===== src/rtl/input_conditioner.sv =====
// Board-input front end: synchronises and debounces the active-low NEXT button into one pulse per press,
// and synchronises and stability-filters the Din/MS/level switches. Optional auto-repeat: AUTO_REPEAT_EN.
module input_conditioner #(
    parameter int SYNC_STAGES     = 2,
    parameter int DEBOUNCE_CYCLES = 250000
`ifdef AUTO_REPEAT_EN
    ,
    parameter int REPEAT_DELAY    = 25000000,
    parameter int REPEAT_PERIOD   = 5000000
`endif
) (
    input  logic       clk,
    input  logic       clear,
    input  logic       next_n_raw,
    input  logic [3:0] din_raw,
    input  logic [2:0] ms_raw,
    input  logic       level_raw,
    output logic       next_pulse,
    output logic       next_held,
    output logic [3:0] din_stable,
    output logic [2:0] ms_stable,
    output logic       level_stable
);

    localparam int CW = $clog2(DEBOUNCE_CYCLES) + 1;
    localparam logic [CW-1:0] CNT_MAX = CW'(DEBOUNCE_CYCLES - 1);
    localparam logic [CW-1:0] CNT_ONE = {{(CW-1){1'b0}}, 1'b1};

`ifdef AUTO_REPEAT_EN
    localparam int RMAX = (REPEAT_DELAY > REPEAT_PERIOD) ? REPEAT_DELAY : REPEAT_PERIOD;
    localparam int RW = $clog2(RMAX) + 1;
    localparam logic [RW-1:0] RCNT_DELAY  = RW'(REPEAT_DELAY - 1);
    localparam logic [RW-1:0] RCNT_PERIOD = RW'(REPEAT_PERIOD - 1);
    localparam logic [RW-1:0] RCNT_ONE    = {{(RW-1){1'b0}}, 1'b1};
`endif

    typedef enum logic [1:0] {
        IDLE         = 2'd0,
        PRESS_WAIT   = 2'd1,
        HELD         = 2'd2,
        RELEASE_WAIT = 2'd3
    } state_e;

    state_e                        state_q;
    logic [CW-1:0]                 bcnt_q;
    logic                          next_pulse_q;
    logic                          next_held_q;
    logic [SYNC_STAGES-1:0]        bsync_q;
    logic [SYNC_STAGES-1:0][7:0]   ssync_q;
    logic [7:0]                    cand_q;
    logic [7:0]                    stable_q;
    logic [CW-1:0]                 scnt_q;
    logic                          btn_sync;
    logic [7:0]                    sw_sync;

`ifdef AUTO_REPEAT_EN
    logic [RW-1:0]                 rcnt_q;
    logic                          rep_armed_q;
    logic [RW-1:0]                 rcnt_lim_d;
    assign rcnt_lim_d = rep_armed_q ? RCNT_PERIOD : RCNT_DELAY;
`endif

    assign btn_sync = bsync_q[SYNC_STAGES-1];
    assign sw_sync  = ssync_q[SYNC_STAGES-1];

    // Synchroniser chains; the button idles released (1) out of reset.
    always_ff @(posedge clk) begin
        if (clear) begin
            bsync_q <= '1;
            ssync_q <= '0;
        end else begin
            bsync_q <= {bsync_q[SYNC_STAGES-2:0], next_n_raw};
            ssync_q <= {ssync_q[SYNC_STAGES-2:0], {din_raw, ms_raw, level_raw}};
        end
    end

    // Whole-vector switch filter: any bit change restarts the stability count.
    always_ff @(posedge clk) begin
        if (clear) begin
            cand_q   <= 8'h00;
            scnt_q   <= '0;
            stable_q <= 8'h00;
        end else if (sw_sync != cand_q) begin
            cand_q <= sw_sync;
            scnt_q <= '0;
        end else if (scnt_q == CNT_MAX) begin
            stable_q <= cand_q;
        end else begin
            scnt_q <= scnt_q + CNT_ONE;
        end
    end

    // Button debounce FSM with registered pulse and held outputs.
    always_ff @(posedge clk) begin
        if (clear) begin
            state_q      <= IDLE;
            bcnt_q       <= '0;
            next_pulse_q <= 1'b0;
            next_held_q  <= 1'b0;
`ifdef AUTO_REPEAT_EN
            rcnt_q       <= '0;
            rep_armed_q  <= 1'b0;
`endif
        end else begin
            next_pulse_q <= 1'b0;
            case (state_q)
                IDLE: begin
                    if (!btn_sync) begin
                        state_q <= PRESS_WAIT;
                        bcnt_q  <= '0;
                    end
                end
                PRESS_WAIT: begin
                    if (btn_sync) begin
                        state_q <= IDLE;
                    end else if (bcnt_q == CNT_MAX) begin
                        state_q      <= HELD;
                        next_pulse_q <= 1'b1;
                        next_held_q  <= 1'b1;
                    end else begin
                        bcnt_q <= bcnt_q + CNT_ONE;
                    end
                end
                HELD: begin
                    if (btn_sync) begin
                        state_q <= RELEASE_WAIT;
                        bcnt_q  <= '0;
`ifdef AUTO_REPEAT_EN
                        rcnt_q      <= '0;
                        rep_armed_q <= 1'b0;
                    end else if (rcnt_q == rcnt_lim_d) begin
                        next_pulse_q <= 1'b1;
                        rcnt_q       <= '0;
                        rep_armed_q  <= 1'b1;
                    end else begin
                        rcnt_q <= rcnt_q + RCNT_ONE;
                    end
`else
                    end
`endif
                end
                RELEASE_WAIT: begin
                    if (!btn_sync) begin
                        state_q <= HELD;
                    end else if (bcnt_q == CNT_MAX) begin
                        state_q     <= IDLE;
                        next_held_q <= 1'b0;
                    end else begin
                        bcnt_q <= bcnt_q + CNT_ONE;
                    end
                end
                default: begin
                    state_q     <= IDLE;
                    next_held_q <= 1'b0;
                end
            endcase
        end
    end

    assign next_pulse   = next_pulse_q;
    assign next_held    = next_held_q;
    assign din_stable   = stable_q[7:4];
    assign ms_stable    = stable_q[3:1];
    assign level_stable = stable_q[0];

endmodule


===== config.mk =====
export PLATFORM = sky130hd
export DESIGN_NAME = input_conditioner
export DESIGN_NICKNAME = d
export VERILOG_FILES = /design/src/rtl/input_conditioner.sv
export SDC_FILE = /design/constraint.sdc
export NUM_CORES = 1
export LEC_CHECK = 0
export CORE_MARGIN = 5
export CORE_UTILIZATION = 35
export CTS_CLUSTER_DIAMETER = 40
export CTS_CLUSTER_SIZE = 25
export DETAILED_ROUTE_END_ITERATION = 10
export PLACE_DENSITY = 0.56
export SYNTH_ARGS = -nofsm -noshare
export SYNTH_HDL_FRONTEND = slang
export SYNTH_SLANG_ARGS = --single-unit

===== constraint.sdc =====
create_clock -name clk -period 1.9 [get_ports clk]
set_input_delay 0.285 -clock clk [delete_from_list [all_inputs] [get_ports clk]]
set_output_delay 0.285 -clock clk [all_outputs]
set_load 0.02 [all_outputs]

==> impl_metrics.yaml <==
synthesis:
  synth_top_area_cell: "dfxtp_1"
  synthArstFlopShare_pct: 0
  syn_nets: 356
  syn_inst: 343
  synth-seq-cells: 76
  yosys-top-cells-area: "dfxtp_1, nor2b_1, xnor2_1"
  netlist_area_um2: 3298
  synthFlopType: "dfxtp_1"
  yosysTopAreaCellShare_pct: 46.13
  synth_edf_count: 0
  seq_area_frac_synth_pct: 46.13
  syn_avg_cell_area_um2: 9.616
  synth.distinct_cells: 53
  yosysWarnings: 0
sta:
  fin_skew_ns: 0.009443
  period_share_pct: 94.47
  finalMaxSlewViolations: 0
  rsz0062_at_grt: "false"
  slew_headroom_pct: 66.45
  fin_crit_ns: 1.795
  setup_viol: 0
  fmax_mhz: 557.1
  hold_viol: 0
  whs_ns: 0.3506
  setup_tns_ns: 0
  worst_slew_pin_slew_ns: 0.4963
min_path:
  min-delay-path-class: "in2reg"
  whs_path_depth: 3
global_route:
  grt_first_pass_wirelength_um: 10930
  grt_max_degree: 27
  grt_pass1_vias: 2399
  grt.total_usage_pct: 11.79
  grt-ovfl-total: 0
  antenna_found_initial: 0
placement:
  io_buffers: 20
  hpwl_um: 4542
  gp_congestion: 0.7874
drt:
  initialDrtViolationCount: 89
  drt_pass1_iterations: 4
  viasPerCell: 5.116
  wl_um: 6441
  vias: 2558
  wl_per_cell_um: 12.88
  ant_nets: 0
  drc: 0
critical_path:
  cp-start-kind: "register"
  cp-end-kind: "register"
  cp.required_ns: 2.18
  cp_max_fo: 4
  crit_type: "reg2reg"
  critPathArrivalTime_ns: 2.07
  r2r_cells: 5
cts:
  path_clk_slew_ns: 0.09
  clock-sinks: 76
  hold_buffers: 0
  clk-insertion-delay-late_ns: 0.35
  cts_root_buffer: "clkbuf_8"
  cts_buffer_depth: 2
  cts_resized: 0
  cts_tree: "done"
  cts_made_buffers: 9
  cts_setup_buffers: 0
  htreeDepth: 3
cells_and_area:
  syn_to_final_growth_pct: 20.45
  antenna_cells: 0
  drive_gt1_share_pct: 16.71
  nets: 397
  final_cell_mix: "dfxtp_1, nor2b_1, buf_4, nor2_1, clkdlybuf4s50_1"
  mostFrequentLayoutCell: "dfxtp_1"
floorplan:
  dieWidth_um: 107.1
  ioPinCount: 21
  core_um2: 9196
  die_area_um2: 11470
  start_util_pct: 35.86
  num_rows: 35
  fp.dieH_um: 107.1
job:
  maxCapViolations: 0
power:
  p_leak_nw: 1.297
  ir_drop_mv: 0.3807
  power_density_nw_per_um2: 751.7
status:
  outcome: "completed"
state kept, by name, summed over array words and instances (netlist names), named ones only:
name	count
bcnt_q	19
scnt_q	19
cand_q	8
ssync_q	8
stable_q	8
sw_sync	8
bsync_q	2
next_held	1
next_pulse	1
state_q	1
cell families (layout without fill, tap and decap cells):
| kind of cell | Yosys count | count (layout) | share of synthesized area [%] |
|---|---|---|---|
| buffers and inverters | 21 | 67 | 3.149 |
| XOR/XNOR | 22 | 22 | 6.070 |
| AND/OR/NAND/NOR | 163 | 163 | 31.37 |
| adder cells (fa/ha/maj) | 2 | 2 | 0.7586 |
| flip-flops | 76 | 76 | 46.13 |
| multiplexers | 11 | 11 | 3.414 |
| AO/OA/AOI/OAI | 48 | 48 | 9.105 |
per-layer routing:
metal	vias up	GRT usage (%)	share of wire, %	wire, um
met3	6	3.371	4.2	270
met1	1199	15.79	51	3267
met4	0	4.201	1.2	76
met5	-	0	0	0
li1	1319	-	-	-
met2	34	18.05	44	2826
worst max-delay path: stages (launching register included):
cell      delay, ns
dfxtp_1        0.35
ha_2           0.23
nand3_4        0.08
or4_1          0.53
or3_1          0.32
a211oi_1       0.21
cells in the mapped netlist (all sizes together), types with 2 or more instances:
cell type   n
dfxtp      76
nor2b      25
nor2       20
a21oi      18
nand2b     18
nand4      17
xnor2      14
nand3      13
clkbuf     10
mux2i       9
nand2       9
o21ai       9
or4         9
and4        8
or3         8
xor2        8
nor3        7
inv         6
nor4        6
o31ai       6
and3        5
buf         5
nor4b       5
a31oi       3
nand3b      3
nor3b       3
or2         3
a211oi      2
ha          2
mux2        2
path summary, 6_finish.rpt:
| path | startpoint | end | slack, ns |
|---|---|---|---|
| setup / recovery | scnt_q[1] | scnt_q[18] | 0.10 |
| hold / removal | clear | cand_q[6] | 0.35 |
| setup reg to reg | scnt_q[1] | scnt_q[18] | 0.10 |
| hold reg to reg | bsync_q[0] | bsync_q[1] | 0.42 |
power by group:
group	switching (mW)	total, mW	internal, mW
Combinational	0.0674	0.142	0.0745
Clock	0.700	1.21	0.509
Sequential	0.0153	1.64	1.62
metrics by stage:
stage                     power (mW)  worst slack (ns)  cells  util (%)  cell area (um^2)
after floorplan                1.761           0.06263    343         -              3298
after global placement         1.812            0.1067    484     40.65              3739
after detailed placement       1.813           0.08567    484     40.65              3739
after CTS                      3.014           0.05960    500     42.71              3928
after global routing           3.105          0.008857    500     43.20              3973
final                          2.986            0.1050    500     43.20              3973
cell type report:
class / count / area (um^2)
Clock inverter: 7 / 65.06
Timing Repair Buffer: 45 / 386.6
Multi-Input combinational cell: 246 / 1713
Sequential cell: 76 / 1523
Tap cell: 111 / 138.9
Fill cell: 901 / 5224
Inverter: 6 / 22.52
Clock buffer: 9 / 123.9
No activity file was read; power rests on OpenSTA's default activity.
